==> src/rtl/elevator_scan_ctrl.sv <==
// Elevator controller: latches cabin/landing calls into a pending queue and
// serves them with a SCAN sweep plus a timed door dwell.
// Ports:
//   clk_out   - divided system clock, rising edge
//   RST       - asynchronous active-low reset
//   in_call   - cabin buttons, one bit per floor
//   out_call  - landing buttons, one bit per floor
//   loc       - floor sensors, one-hot when level with a floor, else 0
//   motor     - 00 idle, 10 up, 11 down
//   door      - one-hot open door, 0 = all closed
//   queue     - pending requests
//   direction - sweep direction, 1 up / 0 down
//   fault     - sticky sensor fault (multiple loc bits set)
module elevator_scan_ctrl #(
  parameter int unsigned FLOORS      = 4,
  parameter int unsigned DOOR_CYCLES = 3
) (
  input  logic              clk_out,
  input  logic              RST,
  input  logic [FLOORS-1:0] in_call,
  input  logic [FLOORS-1:0] out_call,
  input  logic [FLOORS-1:0] loc,
  output logic [1:0]        motor,
  output logic [FLOORS-1:0] door,
  output logic [FLOORS-1:0] queue,
  output logic              direction,
  output logic              fault
);

  localparam int unsigned   FW         = $clog2(FLOORS);
  localparam int unsigned   DW         = $clog2(DOOR_CYCLES + 1);
  localparam logic [FW-1:0] TOP_FLOOR  = FW'(FLOORS - 1);
  localparam logic [DW-1:0] DWELL_LOAD = DW'(DOOR_CYCLES);
  localparam logic [1:0]    MOTOR_OFF  = 2'b00;
  localparam logic [1:0]    MOTOR_UP   = 2'b10;
  localparam logic [1:0]    MOTOR_DOWN = 2'b11;

  typedef enum logic [1:0] {S_IDLE, S_MOVE, S_DOOR, S_FAULT} state_t;

  state_t            state_q, state_d;
  logic [1:0]        motor_q, motor_d;
  logic [FLOORS-1:0] door_q, door_d;
  logic [FLOORS-1:0] queue_q, queue_d;
  logic              direction_q, direction_d;
  logic              fault_q, fault_d;
  logic [DW-1:0]     dwell_q, dwell_d;
  logic [FW-1:0]     cur_floor_q, cur_floor_d;

  logic [FLOORS-1:0] calls, req, here_mask;
  logic              loc_multi, loc_valid;
  logic [FW-1:0]     loc_idx, here;
  logic              ahead_up, ahead_dn;

  // Sensor decode and request scan. "here" follows loc whenever it is one-hot,
  // so the floor seen during reset needs no asynchronously loaded register.
  always_comb begin
    calls     = in_call | out_call;
    req       = queue_q | calls;
    loc_multi = (loc & (loc - FLOORS'(1))) != '0;
    loc_valid = (loc != '0) && !loc_multi;
    loc_idx   = '0;
    for (int i = 0; i < int'(FLOORS); i++) begin
      if (loc[i]) loc_idx = loc_idx | FW'(i);
    end
    here      = loc_valid ? loc_idx : cur_floor_q;
    here_mask = FLOORS'(1) << here;
    ahead_up  = 1'b0;
    ahead_dn  = 1'b0;
    for (int i = 0; i < int'(FLOORS); i++) begin
      if (req[i] && (FW'(i) > here)) ahead_up = 1'b1;
      if (req[i] && (FW'(i) < here)) ahead_dn = 1'b1;
    end
  end

  // Next-state and registered-output logic.
  always_comb begin
    state_d     = state_q;
    motor_d     = motor_q;
    door_d      = door_q;
    direction_d = direction_q;
    fault_d     = fault_q;
    dwell_d     = dwell_q;
    cur_floor_d = here;
    // While the door is open, a call for that floor extends the dwell instead of queuing.
    queue_d     = (state_q == S_DOOR) ? (queue_q | (calls & ~door_q)) : req;

    unique case (state_q)
      S_IDLE: begin
        motor_d = MOTOR_OFF;
        door_d  = '0;
        if ((req & here_mask) != '0) begin
          state_d = S_DOOR;
          door_d  = here_mask;
          queue_d = req & ~here_mask;
          dwell_d = DWELL_LOAD;
        end else if ((direction_q && ahead_up) || (!direction_q && ahead_dn)) begin
          state_d = S_MOVE;
          motor_d = direction_q ? MOTOR_UP : MOTOR_DOWN;
        end else if (ahead_up || ahead_dn) begin
          state_d     = S_MOVE;
          direction_d = !direction_q;
          motor_d     = direction_q ? MOTOR_DOWN : MOTOR_UP;
        end
      end
      S_MOVE: begin
        door_d = '0;
        if (loc_valid && ((req & loc) != '0)) begin
          state_d = S_DOOR;
          motor_d = MOTOR_OFF;
          door_d  = loc;
          queue_d = req & ~loc;
          dwell_d = DWELL_LOAD;
        end else if (loc_valid && ((direction_q && (loc_idx == TOP_FLOOR)) ||
                                   (!direction_q && (loc_idx == '0)))) begin
          state_d = S_IDLE;
          motor_d = MOTOR_OFF;
        end
      end
      S_DOOR: begin
        motor_d = MOTOR_OFF;
        if ((calls & door_q) != '0) begin
          dwell_d = DWELL_LOAD;
        end else if (dwell_q <= DW'(1)) begin
          state_d = S_IDLE;
          door_d  = '0;
          dwell_d = '0;
        end else begin
          dwell_d = dwell_q - DW'(1);
        end
      end
      default: begin
        motor_d = MOTOR_OFF;
        door_d  = '0;
        fault_d = 1'b1;
      end
    endcase

    // A multi-bit sensor reading overrides everything and is sticky.
    if (loc_multi) begin
      state_d = S_FAULT;
      motor_d = MOTOR_OFF;
      door_d  = '0;
      fault_d = 1'b1;
      queue_d = req;
    end
  end

  always_ff @(posedge clk_out or negedge RST) begin
    if (!RST) begin
      state_q     <= S_IDLE;
      motor_q     <= MOTOR_OFF;
      door_q      <= '0;
      queue_q     <= '0;
      direction_q <= 1'b1;
      fault_q     <= 1'b0;
      dwell_q     <= '0;
      cur_floor_q <= '0;
    end else begin
      state_q     <= state_d;
      motor_q     <= motor_d;
      door_q      <= door_d;
      queue_q     <= queue_d;
      direction_q <= direction_d;
      fault_q     <= fault_d;
      dwell_q     <= dwell_d;
      cur_floor_q <= cur_floor_d;
    end
  end

  assign motor     = motor_q;
  assign door      = door_q;
  assign queue     = queue_q;
  assign direction = direction_q;
  assign fault     = fault_q;

endmodule

==> config.mk <==
export PLATFORM = sky130hd
export DESIGN_NAME = elevator_scan_ctrl
export DESIGN_NICKNAME = d
export VERILOG_FILES = /design/src/rtl/elevator_scan_ctrl.sv
export SDC_FILE = /design/constraint.sdc
export NUM_CORES = 1
export LEC_CHECK = 0
export CAP_MARGIN = 40
export CORE_AREA = 2 2 68 70
export CTS_CLUSTER_SIZE = 28
export DETAILED_ROUTE_END_ITERATION = 6
export DIE_AREA = 0 0 70 72
export PLACE_DENSITY_LB_ADDON = 0.2
export SYNTH_ARGS = -nofsm -noshare
export SYNTH_HDL_FRONTEND = slang
export SYNTH_SLANG_ARGS = --single-unit
==> constraint.sdc <==
create_clock -name clk_out -period 3.6 [get_ports clk_out]
set_input_delay 0.54 -clock clk_out [delete_from_list [all_inputs] [get_ports clk_out]]
set_output_delay 0.54 -clock clk_out [all_outputs]
set_load 0.02 [all_outputs]
==> flow_metrics.tcl <==
set metrics [dict create \
    core_mm2 0.004264 \
    clk_latency_ns 0.26 \
    first_global_vias 1486 \
    cts_sinks 18 \
    io_pins 26 \
    h-tree-depth 1 \
    vias 1482 \
    die_x_um 70 \
    syn_area_per_cell_um2 8.392 \
    syn_area_mm2 0.001460 \
    start_kind "input pin" \
    grt_max_degree 12 \
    dpl_worst_slack_ns 0.3285 \
    drt_iter0_markers 116 \
    max_freq_ghz 0.3305 \
    synth_edf_count 0 \
    dp_hpwl_mm 3.473 \
    syn_inst 174 \
    first_pass_iters 4 \
    post_cts_buffers 0 \
    postRouteAntennaNets 0 \
    dieArea_mm2 0.005040 \
    wire_per_inst_um 17.61 \
    ys_ff_latch 18 \
    worst_hold_slack_ns 0.4729 \
    power_leakage_nw 0.6737 \
    finalCritPeriodShare 0.8405 \
    cp.arrival_ns 3.19 \
    drc 0 \
    synthArstFlopShare 1.000 \
    yosysWarnings 0 \
    finClkSkew_ns 0.004017 \
    cts_hold_buffers 0 \
    ir_drop_v 0.0001241 \
    ctsResizeCount 0 \
    synth.cells.most_frequent "17 x dfrtp_1, 17 x nand2_1, 17 x o21ai_0" \
    rows 24 \
    die-height_um 72 \
    path_clk_slew_ns 0.07 \
    via_per_inst 5.952 \
    hold_viol_final 0 \
    tightest_slew_ns 0.6098 \
    max_slew_margin 0.5904 \
    final_util 0.4219 \
    drv_slew 0 \
    clock_path_buffers 2 \
    netlist_top_cells_area "dfrtp_1 29%, o21ai_0 5.8%, nand2_1 4.4%, ha_1 3.4%, inv_1 2.8%" \
    antenna_cells 0 \
    power_density_mw_per_mm2 289.1 \
    antenna_found_initial 0 \
    start_util 0.3424 \
    area_growth_pct 23.22 \
    yosysTopAreaCell "dfrtp_1" \
    yosysUniqueCellTypes 58 \
    cts-root-buf "clkbuf_8" \
    cts_made_buffers 3 \
    synthesis.nets 192 \
    critPathCaptureType "register" \
    fin_setup_tns_ns 0 \
    drv_cap 0 \
    grt_setup_unrepaired "false" \
    gr-total-overflow 0 \
    crit_type "in -> reg" \
    cts_tree "done" \
    synth_flop_cell "dfrtp_1" \
    drive_above_1_share 0.1168 \
    cp_max_fo 11 \
    routed_wl_mm 4.385 \
    final_cell_area_mm2 0.001799 \
    gp_congestion 0.9021 \
    min_path_type "reg -> reg" \
    synth.top_cell.area_share 0.2913 \
    worst_slack_ns 0.5744 \
    grt_first_pass_wirelength_mm 7.376 \
    place_area_mm2 0.001744 \
    yosysSeqAreaShare 0.3093 \
    status "finished, final reports clean" \
    numPortBuffers 25 \
    min_period_ns 3.026 \
    crit_required_ns 3.76 \
    setup_viol 0 \
    grtUsageTotal 0.1844 \
    fin_nets 216 \
]
[layout by cell type, fill, tap and decap left out, drive strengths merged, types with 2 or more instances in the layout]
cell / netlist / routed
o31ai: 2 / 2
nand4: 4 / 4
mux2i: 3 / 3
dfrtp: 17 / 17
inv: 13 / 13
a21o: 2 / 2
a21oi: 5 / 5
o32a: 3 / 3
nor3: 7 / 7
o221ai: 4 / 4
and3: 2 / 2
o211ai: 2 / 2
mux2: 2 / 2
o22ai: 6 / 6
a31oi: 6 / 6
o21ai: 20 / 20
ha: 4 / 4
buf: 6 / 4
or3: 4 / 4
and2: 3 / 3
a22oi: 2 / 2
nor2: 10 / 10
nand2: 18 / 18
clkdlybuf4s50: 0 / 25
nand3: 3 / 3
clkbuf: 4 / 4
[through the flow]
step,instances,total power [mW]
final,249,0.5202
after global routing,249,0.5453
after CTS,249,0.5240
after detailed placement,245,0.3523
after global placement,244,0.3482
after floorplan,174,0.3136
[where the power goes]
group,leakage [nW],total (mW),internal (mW),switching (mW)
registers,0.199,0.224,0.214,0.0101
clock network,0.0288,0.170,0.0972,0.0725
logic,0.446,0.127,0.0484,0.0782
[final cells by class]
class / instances / area [um^2]
Clock buffer: 4 / 55.05
Timing Repair Buffer: 29 / 287.8
Inverter: 14 / 65.06
Fill cell: 426 / 2465
Multi-Input combinational cell: 132 / 874.6
Sequential cell: 18 / 451.7
Tap cell: 52 / 65.06
[registers in the layout, indices dropped and copies added (netlist names)]
name	cells
door	4
queue	4
cur_floor_q	2
dwell_q	2
motor	2
state_q	2
direction	1
fault	1
[worst max-delay path: stages]
cell and delay (ns):
clkdlybuf4s50_1 0.72, nor4b_2 0.11, a21oi_2 0.19, and3_1 0.39
clkinv_8 0.11, o21ai_2 0.20, o32a_1 0.46, nand3_1 0.23
o221ai_1 0.24
[per-layer routing]
metal / vias up / GRT usage / part of all wire
met4: 0 / 0.09402 / 0.029
met3: 12 / 0.02778 / 0.037
met2: 51 / 0.3069 / 0.50
met1: 719 / 0.2342 / 0.44
met5: - / 0 / 0
li1: 700 / - / -
[cell families (layout without fill, tap and decap cells)]
kind of cell,after synthesis,count (layout),synth area share
AOI/OAI and AO/OA,63,63,0.3111
and+or+nand+nor,58,58,0.2048
buffers and inverters,24,47,0.09168
DFF,18,18,0.3093
adders and majority gates,5,5,0.04113
muxes,5,5,0.03599
xor gates and xnor gates,1,1,0.005999
[path summary, 6_finish.rpt]
check	slack, ns	start	cells past startpoint	to
hold / removal	0.47	fault	2	fault
max in group asynchronous	2.57	RST	2	motor[1]
hold reg to reg	0.47	fault	2	fault
min in group asynchronous	0.60	RST	1	cur_floor_q[1]
setup reg to reg	1.16	cur_floor_q[1]	7	door[2]
setup / recovery	0.57	loc[0]	9	door[2]
Power figures use the tool's default switching activity.
